## src/rtl/uart_rx_ctrl.sv

```systemverilog
// uart_rx_ctrl: 8N1 UART receiver, mid-bit sampling on the system clock.
// Ports: clk, rst (async, active-high), uart_rx (serial in, idle high),
//        data (last good byte), valid (1-cycle strobe),
//        frame_err (1-cycle strobe), busy (not idle).
module uart_rx_ctrl #(
    parameter int CLK_FREQ = 100000000,
    parameter int baud     = 9600
) (
    input  logic       clk,
    input  logic       rst,
    input  logic       uart_rx,
    output logic [7:0] data,
    output logic       valid,
    output logic       frame_err,
    output logic       busy
);

    localparam int BIT_TICKS  = CLK_FREQ / baud;
    localparam int HALF_TICKS = BIT_TICKS / 2;
    localparam logic [31:0] BIT_LAST  = 32'(BIT_TICKS - 1);
    localparam logic [31:0] HALF_LAST = 32'(HALF_TICKS - 1);

    typedef enum logic [2:0] {
        S_IDLE  = 3'd0,
        S_START = 3'd1,
        S_DATA  = 3'd2,
        S_STOP  = 3'd3,
        S_BREAK = 3'd4
    } state_t;

    state_t      state, state_n;
    logic [31:0] timer, timer_n;
    logic [2:0]  bit_idx, bit_idx_n;
    logic [7:0]  shreg, shreg_n;
    logic [7:0]  data_n;
    logic        valid_n, ferr_n;
    logic        rx_m, rx_s;

    // Synchroniser resets high so reset never looks like a start bit.
    always_ff @(posedge clk or posedge rst) begin
        if (rst) begin
            rx_m <= 1'b1;
            rx_s <= 1'b1;
        end else begin
            rx_m <= uart_rx;
            rx_s <= rx_m;
        end
    end

    always_ff @(posedge clk or posedge rst) begin
        if (rst) begin
            state     <= S_IDLE;
            timer     <= '0;
            bit_idx   <= '0;
            shreg     <= '0;
            data      <= '0;
            valid     <= 1'b0;
            frame_err <= 1'b0;
        end else begin
            state     <= state_n;
            timer     <= timer_n;
            bit_idx   <= bit_idx_n;
            shreg     <= shreg_n;
            data      <= data_n;
            valid     <= valid_n;
            frame_err <= ferr_n;
        end
    end

    // The timer also restarts after every sample, so each data bit
    // gets a fresh full bit period measured from the previous centre.
    always_comb begin
        state_n   = state;
        timer_n   = timer;
        bit_idx_n = bit_idx;
        shreg_n   = shreg;
        data_n    = data;
        valid_n   = 1'b0;
        ferr_n    = 1'b0;
        case (state)
            S_IDLE: begin
                timer_n   = '0;
                bit_idx_n = '0;
                if (!rx_s) state_n = S_START;
            end
            S_START: begin
                if (timer == HALF_LAST) begin
                    timer_n = '0;
                    state_n = rx_s ? S_IDLE : S_DATA;
                end else begin
                    timer_n = timer + 32'd1;
                end
            end
            S_DATA: begin
                if (timer == BIT_LAST) begin
                    timer_n   = '0;
                    shreg_n   = {rx_s, shreg[7:1]};
                    bit_idx_n = bit_idx + 3'd1;
                    if (bit_idx == 3'd7) state_n = S_STOP;
                end else begin
                    timer_n = timer + 32'd1;
                end
            end
            S_STOP: begin
                if (timer == BIT_LAST) begin
                    timer_n = '0;
                    if (rx_s) begin
                        data_n  = shreg;
                        valid_n = 1'b1;
                        state_n = S_IDLE;
                    end else begin
                        ferr_n  = 1'b1;
                        state_n = S_BREAK;
                    end
                end else begin
                    timer_n = timer + 32'd1;
                end
            end
            // Hold off until the line is released so a break is
            // not decoded as a run of zero bytes.
            S_BREAK: begin
                timer_n = '0;
                if (rx_s) state_n = S_IDLE;
            end
            default: begin
                state_n   = S_IDLE;
                timer_n   = '0;
                bit_idx_n = '0;
            end
        endcase
    end

    assign busy = (state != S_IDLE);

endmodule

```

## config.mk

```make
export PLATFORM = sky130hd
export DESIGN_NAME = uart_rx_ctrl
export DESIGN_NICKNAME = d
export VERILOG_FILES = /design/src/rtl/uart_rx_ctrl.sv
export SDC_FILE = /design/constraint.sdc
export NUM_CORES = 1
export LEC_CHECK = 0
export BUFFER_PORTS_ARGS = -buffer_cell sky130_fd_sc_hd__buf_4
export CAP_MARGIN = 20
export CORE_UTILIZATION = 38
export DETAILED_ROUTE_END_ITERATION = 8
export PLACE_DENSITY = 0.52
export SLEW_MARGIN = 25
export SYNTH_ARGS = -nofsm -noshare
export SYNTH_HDL_FRONTEND = slang
export SYNTH_SLANG_ARGS = --single-unit
export TNS_END_PERCENT = 5
```

## constraint.sdc

```tcl
create_clock -name clk -period 5.5 [get_ports clk]
set_clock_uncertainty 0.2 [all_clocks]
set_input_delay 0.275 -clock clk [delete_from_list [all_inputs] [get_ports clk]]
set_output_delay 0.275 -clock clk [all_outputs]
set_load 0.01 [all_outputs]
```

[Word level (Yosys, flattened, before mapping)]
Index checks and enable logic that the tools add are counted.
Storage, ports and cells
  latch bits: 0
  ROM bits: 0
  memory bits (writable): 0
  memories: 0
  output and inout port bits: 11
  register bits after elaboration: 58
  logic and storage cells: 53
Cells by class
  multipliers: 0
  reductions and logical operators: 8
  shifts and indexed selects: 0
  eq/ne operators: 13
  add/sub/neg operators: 2
  muxes and demuxes: 20
  divide/modulo/power cells: 0
  bitwise gates (word level): 1
  $lt $le $gt $ge: 0
Operators with widths (number)
  32-bit two-way mux: 2
  32-bit case mux with 2 select lines: 1
  32-bit by 1-bit adder with 32-bit output (second input constant): 1
  32-bit by 13-bit == test with 1-bit output (second input constant): 1
  32-bit by 14-bit == test with 1-bit output (second input constant): 1
  3-bit two-way mux: 8
  3-bit case mux with 5 select lines: 1
  2-bit != test (second input constant): 6
  3-bit by 2-bit == test with 1-bit output (second input constant): 2
  3-bit == test (second input constant): 2
  1-bit two-way mux: 6
  3-bit case mux with 2 select lines: 1
  6-bit AND reduction: 1
  2-bit AND reduction: 2
  3-bit by 1-bit adder with 3-bit output (second input constant): 1
  3-bit by 1-bit == test with 1-bit output (second input constant): 1
  3-bit logical NOT: 1
  3-bit AND reduction: 1
  3-bit nonzero test: 1
  3-bit OR reduction: 1
  2-bit two-way mux: 1
  2-bit OR reduction: 1
  1-bit NOT: 1

[Logic depth before layout (Yosys ltp)]
  depth in word-level cells: 4
  mapped depth: 7
  gate-level depth less buffers: 6

[Worst setup path after synthesis]
No wires, ideal clock.
  path type: reg-to-reg
  start: register timer[4]
  end: register data[1]
  data arrival time: 2393 ps
  period minus slack after synthesis: 2717 ps
  path slack: 2783 ps
  cell stages (with the launch flop): 8
  setup time: 125 ps
  path buffers: 2
  cell sequence: dfrtp_1 buf_6 or4b_1 or4_4 nor4_4 and3_1 buf_6 mux2_2
Between the ends
  longest elaborated chain between the ends: 2
RTL lines
  start: declaration: RTL line 32  | logic [31:0] timer, timer_n;
  start signal: assignment: RTL line 61  | timer <= timer_n;
  32-bit by 14-bit == test with 1-bit output: RTL line 105  | if (timer == BIT_LAST) begin
  3-bit AND reduction (no source line)
  end signal: assignment: RTL line 64  | data <= data_n;
  end: declaration: RTL line 12  | output logic [7:0] data,
Every way passes these cells.
A chain may end at the register's enable or synchronous reset.

[Worst setup path in the final report]
  start: register timer[12]
  end: register data[4]
The elaborated chain is that of the path after synthesis.

==> qor.yml <==
ys_top_cells_by_area: "dfrtp_1 49%, nor3_1 7.7%, xnor2_1 7.4%"
syn-mean-instance-area_um2: 10.5
clock-sinks: 58
peakVddDrop_mv: 0.129
grt_max_degree: 59
core_area_mm2: 0.00725
holdWs_ns: 0.160
r2r-start: "timer[12]$_DFF_PP0_"
overflow: 0
route.vias.total: 2059
dp_hpwl_um: 3630
htreeDepth: 3
areaGrowthSynthToFinish_pct: 13.9
wl_per_cell_um: 14.4
yosys-top-cells-count: "56 x dfrtp_1, 44 x nor3_1, 24 x xnor2_1"
ys_seq_area_share_pct: 50.9
maxSlewHeadroom_pct: 51.9
antenna_cells: 0
synth_ff_type: "dfrtp_1"
synth.most_common_cell: "dfrtp_1"
critical_path_buf_inv_count: 0
netlist_instances: 273
p_per_area_mw_per_mm2: 269
period_share_pct: 55.0
cpMaxStageDelayCell: "or4b_1"
clk_pin_slew_ns: 0.07
p_leak_nw: 1.41
start_kind: "register"
min_period_ns: 3.03
critPathMaxStageDelay_ns: 0.52
drtAntennaViolNets: 0
dieArea_mm2: 0.00787
ys_types: 37
setup_violations: 0
numCtsBuffers: 9
die_h_um: 88.7
netlist_area_mm2: 0.00286
path_delay_family: "simple AND/OR/NAND/NOR gates"
cp-startpoint: "timer[12]$_DFF_PP0_"
critical_path_class: "register to register"
track_usage_pct: 16.2
drv_slew: 0
ys_ff_latch: 58
post_cts_buffers: 0
ctsHoldBuffers: 2
row_count: 31
finalSetupTns_ns: 0
cp_cell_sequence: "or4b_1 -> or4_4 -> nor4_4 -> and3_1 -> mux2_2"
clock_latency_ns: 0.34
path_max_fanout: 9
cts_resized: 0
hold_viol_final: 0
synth_fp_nets: 279
drv_cap: 0
yosys_warnings: 0
async_reset_ff_share_pct: 100
critical_path_required_ns: 5.52
grt_pass1_wl_um: 9560
ios: 14
synthDominantCellAreaShare_pct: 49.1
drc_errors: 0
crit_arrival_ns: 3.04
viasPerCell: 5.28
rsz0062_at_grt: "no"
firstDrtPassIters: 4
postRouteWirelength_um: 5620
hold_path.class: "register to register"
layout-drive-gt1-share_pct: 18.9
antenna_found_initial: 0
fin_nets: 292
port_buffers: 13
clock_path_buffers: 2
worst_pin_slew_ns: 0.721
start_util_pct: 39.4
min_from: "rx_m$_DFF_PP1_"
yosys.area.top_type: "dfrtp_1"
drt_iter0_drc: 61
status: "finished, final reports clean"
die_w_um: 88.7
cts-root-buf: "clkbuf_8"
crit_path_end_kind: "register"
fmax_mhz: 330
synth_edf_count: 0
place.gp.congestion: 0.730
grt_pass1_vias: 1967
cts_tree: "yes"
==> path summary, 6_finish.rpt <==
path / slack [ns] / to / cells after the start
worst max-delay path: 2.47 / data[4]$_DFFE_PP0P_ / 5
max in group asynchronous: 4.13 / shreg[3]$_DFFE_PP0P_ / 4
worst min register to register: 0.16 / rx_s$_DFF_PP1_ / 0
min in group asynchronous: 0.51 / timer[31]$_DFF_PP0_ / 4
worst max register to register: 2.47 / data[4]$_DFFE_PP0P_ / 5
worst min-delay path: 0.16 / rx_s$_DFF_PP1_ / 0
==> metal layers <==
metal,GRT usage [%],up-vias,routed length [um]
li1,-,1004,-
met5,0,-,0
met1,22.4,1030,2960
met4,8.50,0,78
met2,23.5,18,2430
met3,3.82,7,157
==> power by group <==
| part | switching [W] | total (W) | internal (W) | leakage [nW] |
|---|---|---|---|---|
| registers | 0.000000589 | 0.000428 | 0.000428 | 0.789 |
| logic | 0.00000865 | 0.0000111 | 0.00000246 | 0.512 |
| clock network | 0.000171 | 0.000437 | 0.000266 | 0.109 |
==> worst reg2reg max path, stage by stage (launching register included) <==
cell and delay (ns):
dfrtp_1 0.43, or4b_1 0.52, or4_4 0.46, nor4_4 0.42, and3_1 0.50, mux2_2 0.39
==> cell usage in the layout (no fill, tap or decap), drive strengths merged, types with 7 or more instances in the layout <==
cell type,count
mux2,18
nand2,20
xor2,7
clkbuf,11
nor4,15
xnor2,24
inv,8
nor2,9
nand3,17
buf,16
dfrtp,56
nor3,44
==> registers in the layout, indices dropped and copies added, names as in the netlist <==
| signal | count |
|---|---|
| bit_idx | 3 |
| valid | 1 |
| state | 3 |
| rx_m | 1 |
| frame_err | 1 |
| timer | 32 |
| data | 8 |
| rx_s | 1 |
| shreg | 8 |
==> cells by family (layout without fill, tap and decap cells) <==
family | Yosys count | count (layout) | share of synthesized area [%]
simple gates | 127 | 127 | 24.2
flops | 58 | 58 | 50.9
xor+xnor | 31 | 31 | 9.51
buf+inv | 24 | 42 | 4.07
mux | 19 | 19 | 7.45
compound gates | 11 | 11 | 2.54
fa+ha+maj | 3 | 3 | 1.31
==> cell type report <==
type                    instances  area (um2)
flip-flops and latches         58        1450
clock inverters                 5        77.6
fillers                       684        4000
inverters                       8        30.0
clock buffers                  11         141
repair buffers                 18         140
well taps                      99         124
multi-input cells             191        1290
==> metrics by stage <==
step	power (W)	area, um2	utilization, %	std cells	worst slack [ns]
floorplan	0.000443	2860	-	273	2.78
global route	0.000908	3250	44.9	390	2.30
finish	0.000877	3250	44.9	390	2.47
global placement	0.000447	3010	41.6	372	2.51
detailed placement	0.000447	3010	41.6	372	2.46
CTS	0.000889	3250	44.9	390	2.45
(Power assumes the default switching activity.)
